## config.mk

```make
export PLATFORM = sky130hd
export DESIGN_NAME = encoder16x4_seq
export DESIGN_NICKNAME = d
export VERILOG_FILES = /design/src/rtl/encoder16x4_seq_pkg.sv /design/src/rtl/encoder16x4_seq_pri_enc16.sv /design/src/rtl/encoder16x4_seq.sv
export SDC_FILE = /design/constraint.sdc
export NUM_CORES = 1
export LEC_CHECK = 0
export CORE_MARGIN = 5
export CORE_UTILIZATION = 53
export DETAILED_ROUTE_END_ITERATION = 10
export HOLD_SLACK_MARGIN = 0.15
export PLACE_DENSITY = 0.8
export SYNTH_ARGS = -nofsm -noshare
export SYNTH_HDL_FRONTEND = slang
export SYNTH_SLANG_ARGS = --single-unit
```

## constraint.sdc

```tcl
create_clock -name clk -period 2.4 [get_ports clk]
set_input_delay 0.48 -clock clk [delete_from_list [all_inputs] [get_ports clk]]
set_output_delay 0.48 -clock clk [all_outputs]
set_load 0.05 [all_outputs]
```

## src/rtl/encoder16x4_seq_pkg.sv

```systemverilog
// Shared constants and FSM encoding for the sequential 16-to-4 priority encoder.
package encoder_pkg;

    localparam int unsigned N      = 16;
    localparam int unsigned CODE_W = $clog2(N);

    typedef enum logic {
        IDLE    = 1'b0,
        PRESENT = 1'b1
    } state_e;

endpackage

```

## src/rtl/encoder16x4_seq_pri_enc16.sv

```systemverilog
// Combinational priority encoder: index of the highest set bit, plus an any-set flag.
module pri_enc16
    import encoder_pkg::*;
(
    input  logic [N-1:0]      vec,
    output logic [CODE_W-1:0] idx,
    output logic              any
);

    // Ascending scan so the highest set bit is the last assignment to stick.
    always_comb begin
        idx = '0;
        for (int i = 0; i < N; i++) begin
            if (vec[i]) begin
                idx = CODE_W'(i);
            end
        end
        any = |vec;
    end

endmodule

```

## src/rtl/encoder16x4_seq.sv

```systemverilog
// Sequential 16-to-4 priority encoder: accumulates requests into a pending
// register and serves them highest index first over a valid/ready handshake.
module encoder16x4_seq
    import encoder_pkg::*;
(
    input  logic              clk,
    input  logic              rst_n,
    input  logic              en,
    input  logic              load,
    input  logic [N-1:0]      req_in,
    input  logic              ready,
    output logic [CODE_W-1:0] code_out,
    output logic              valid,
    output logic              busy
);

    state_e              state_q, state_d;
    logic [N-1:0]        pending_q, pending_d;
    logic [CODE_W-1:0]   code_q, code_d;
    logic                valid_q, valid_d;

    logic [N-1:0]        load_vec;
    logic [N-1:0]        clr_mask;
    logic [N-1:0]        next_pending;
    logic [N-1:0]        enc_vec;
    logic [CODE_W-1:0]   enc_idx;
    logic                enc_any;
    logic                xfer;

    // Request merge and service clear; a same-cycle load wins over the clear.
    always_comb begin
        load_vec          = load ? req_in : '0;
        clr_mask          = '0;
        clr_mask[code_q]  = 1'b1;
        next_pending      = (pending_q & ~clr_mask) | load_vec;
        xfer              = (state_q == PRESENT) && ready;
        // In IDLE only already-registered requests are eligible for selection.
        enc_vec           = (state_q == PRESENT) ? next_pending : pending_q;
    end

    pri_enc16 u_pri_enc16 (
        .vec (enc_vec),
        .idx (enc_idx),
        .any (enc_any)
    );

    // State register.
    always_ff @(posedge clk or negedge rst_n) begin
        if (!rst_n) begin
            state_q <= IDLE;
        end else if (en) begin
            state_q <= state_d;
        end
    end

    // Next-state logic.
    always_comb begin
        state_d = state_q;
        unique case (state_q)
            IDLE:    if (enc_any) state_d = PRESENT;
            PRESENT: if (ready && !enc_any) state_d = IDLE;
            default: state_d = IDLE;
        endcase
    end

    // Datapath next values: pending merge, code selection and valid.
    always_comb begin
        pending_d = pending_q | load_vec;
        code_d    = code_q;
        valid_d   = valid_q;
        unique case (state_q)
            IDLE: begin
                if (enc_any) begin
                    code_d  = enc_idx;
                    valid_d = 1'b1;
                end
            end
            PRESENT: begin
                if (xfer) begin
                    pending_d = next_pending;
                    if (enc_any) begin
                        code_d = enc_idx;
                    end else begin
                        valid_d = 1'b0;
                    end
                end
            end
            default: begin
                valid_d = 1'b0;
            end
        endcase
    end

    // Datapath registers; en=0 freezes everything.
    always_ff @(posedge clk or negedge rst_n) begin
        if (!rst_n) begin
            pending_q <= '0;
            code_q    <= '0;
            valid_q   <= 1'b0;
        end else if (en) begin
            pending_q <= pending_d;
            code_q    <= code_d;
            valid_q   <= valid_d;
        end
    end

    // Outputs straight from registers.
    always_comb begin
        code_out = code_q;
        valid    = valid_q;
        busy     = (|pending_q) | valid_q;
    end

endmodule

```

==> flow_metrics.env <==
export IMPL_status="completed"
export IMPL_ios=27
export IMPL_numCtsBuffers=3
export IMPL_dieArea_mm2=0.00420
export IMPL_fmax_ghz=0.429
export IMPL_layout_commonest_cell="nand2_1"
export IMPL_row_count=19
export IMPL_overflow=0
export IMPL_combPwrFrac_pct=39.2
export IMPL_initial_core_util_pct=56.3
export IMPL_switching_power_uw=490
export IMPL_critPathMaxFanout=6
export IMPL_fin_ws_ps=68.0
export IMPL_p_leak_nw=0.730
export IMPL_seq_area_frac_synth_pct=34.6
export IMPL_worstSetupEndpointType="primary output"
export IMPL_pwr_share_seq_pct=43.0
export IMPL_antenna_cells=0
export IMPL_cts_buffer_depth=2
export IMPL_cts_root_buf="clkbuf_4"
export IMPL_syn_nets=216
export IMPL_antenna_found_initial=0
export IMPL_ys_dominant_reg_cell="dfrtp_1"
export IMPL_ys_ff_latch=22
export IMPL_hold_violations=0
export IMPL_power_frac_clock_pct=17.8
export IMPL_power_density_mw_per_mm2=606
export IMPL_final_setup_viol_count=0
export IMPL_rr_startpoint="code_out[0]$_DFFE_PN0P_"
export IMPL_core_area_mm2=0.00283
export IMPL_place_gp_congestion=0.945
export IMPL_rrSetupSlack_ps=130
export IMPL_wl_per_cell_um=19.3
export IMPL_worstPathRequired_ps=1920
export IMPL_synth_edf_count=0
export IMPL_rsz0062_at_grt="no"
export IMPL_crit_path_start="pending_q[10]$_DFFE_PN0P_"
export IMPL_p_int_uw=707
export IMPL_first_pass_iters=5
export IMPL_ys_types=48
export IMPL_cts_sinks=22
export IMPL_post_route_period_util_pct=97.2
export IMPL_fp_dieW_um=64.8
export IMPL_critPathArrivalTime_ps=1850
export IMPL_vias_per_cell=6.93
export IMPL_synthesis_area_mm2=0.00159
export IMPL_clk_pin_slew_worst_paths_ps=130
export IMPL_first_iter_violations=154
export IMPL_nNetsFinal=251
export IMPL_worstMarginPinSlew_ps=510
export IMPL_dp_slack_ps=-184
export IMPL_switching_share_pct=40.9
export IMPL_grt_first_pass_wirelength_um=8410
export IMPL_fin_crit_ps=2330
export IMPL_finish_utilization_pct=69.8
export IMPL_hold_class="in -> async"
export IMPL_final_cell_mix="nand2_1 (34), o21ai_0 (28), clkdlybuf4s50_1 (24)"
export IMPL_wl_um=5010
export IMPL_final_fill_count=257
export IMPL_dp_cells=255
export IMPL_cp_start_kind="register"
export IMPL_vias=1802
export IMPL_synthCells=195
export IMPL_grt_pass1_vias=1705
export IMPL_layout_drive_gt1_share_pct=14.8
export IMPL_maxSlewHeadroom_pct=66.0
export IMPL_cts_tree="done"
export IMPL_ir_drop_v=0.000255
export IMPL_track_usage_pct=25.5
export IMPL_post_layout_nonfiller_instances=260
export IMPL_syn_to_final_growth_pct=24.0
export IMPL_drcViolationCount=0
export IMPL_critical_path_class="reg -> out"
export IMPL_portBuffers=26
export IMPL_reg2reg_to="code_out[3]$_DFFE_PN0P_"
export IMPL_reg2reg_depth=7
export IMPL_grt_max_degree=23
export IMPL_clk_latency_ps=320
export IMPL_drv_cap=0
export IMPL_hpwl_um=3640
export IMPL_h_tree_depth=1
export IMPL_antenna_left=0
export IMPL_syn_area_per_cell_um2=8.17
export IMPL_final_max_slew_viol_count=0
export IMPL_worst_clock_skew_ps=6.13
export IMPL_synthArstFlopShare_pct=100
export IMPL_yosysWarnings=0
export IMPL_fp_dieH_um=64.8
worst max-delay path by stage:
stage | depth (start not counted) | endpoint
after floorplan | 7 | code_out[0]$_DFFE_PN0P_
after global placement | 7 | code_out[0]$_DFFE_PN0P_
after detailed placement | 8 | code_out[3]$_DFFE_PN0P_
after CTS | 1 | code_out[0]
after global routing | 4 | busy
final | 4 | busy
power by group through the flow:
stage                     clock network, mW  logic, mW  registers, mW
after floorplan                           0      0.305          0.518
after global placement                    0      0.456          0.512
after detailed placement                  0      0.461          0.517
after CTS                             0.213      0.464          0.509
after global routing                  0.238      0.510          0.520
final                                 0.213      0.469          0.515
logic make-up after synthesis:
logic type | Yosys count | synth area share [%]
and+or+nand+nor | 87 | 30.0
buffers and inverters | 10 | 3.38
muxes | 1 | 0.628
AOI/OAI and AO/OA | 75 | 31.4
DFF | 22 | 34.6
timing repair:
action	4_1_cts	5_1_grt
buffers inserted	0	1
resized for setup	0	4
endpoints found under the setup margin	0	8
hold endpoints to repair	0	0
hold buffers	0	0
through the flow:
stage               hold slack, ps  total power, mW  instance area [um2]  setup TNS (ps)
floorplan                      184            0.823                 1590               0
global placement               549            0.968                 1930            -343
detailed placement             550            0.978                 1930            -853
CTS                            514             1.19                 1960               0
global route                   520             1.27                 1980               0
finish                         498             1.20                 1980               0
flip-flops by register name, summed over array words and instances, names as in the netlist:
signal     flops
code_out       4
state_q        1
valid          1
pending_q     16
worst max-delay path, stage by stage, from the launching register on:
cell and delay (ps):
dfrtp_2 470, or4_1 570, nor3_1 150, nand4_1 120, buf_4 220
synthesized netlist by cell type, types with 3 or more instances:
| cell type | count | area share, % |
|---|---|---|
| a21oi_1 | 7 | 2.2 |
| o21ai_0 | 28 | 8.8 |
| nor3_1 | 4 | 1.3 |
| a211oi_1 | 3 | 1.4 |
| o21ai_1 | 3 | 0.94 |
| nand2_1 | 34 | 8.0 |
| dfrtp_1 | 22 | 35 |
| nand3_1 | 11 | 3.5 |
| nand3_2 | 3 | 1.9 |
| clkbuf_1 | 3 | 0.71 |
| nor2_1 | 11 | 2.6 |
| o211ai_1 | 16 | 7.5 |
| a31oi_1 | 3 | 1.2 |
| nand4_1 | 3 | 1.2 |
per-layer routing:
layer	wire [um]	GRT usage, %	vias up
li1	-	-	803
met1	2110	33.8	873
met2	2300	41.0	109
met3	449	4.49	17
met4	144	10.6	0
met5	0	0	-
area by class of cell:
type | count | area [um2] | area share, %
clock buffer | 4 | 36.3 | 1.84
inverter | 2 | 7.51 | 0.380
multi-input combinational | 163 | 988 | 50.0
sequential | 22 | 554 | 28.1
tap | 31 | 38.8 | 1.96
timing repair buffer | 38 | 350 | 17.7
No activity file was read; power rests on OpenSTA's default activity.
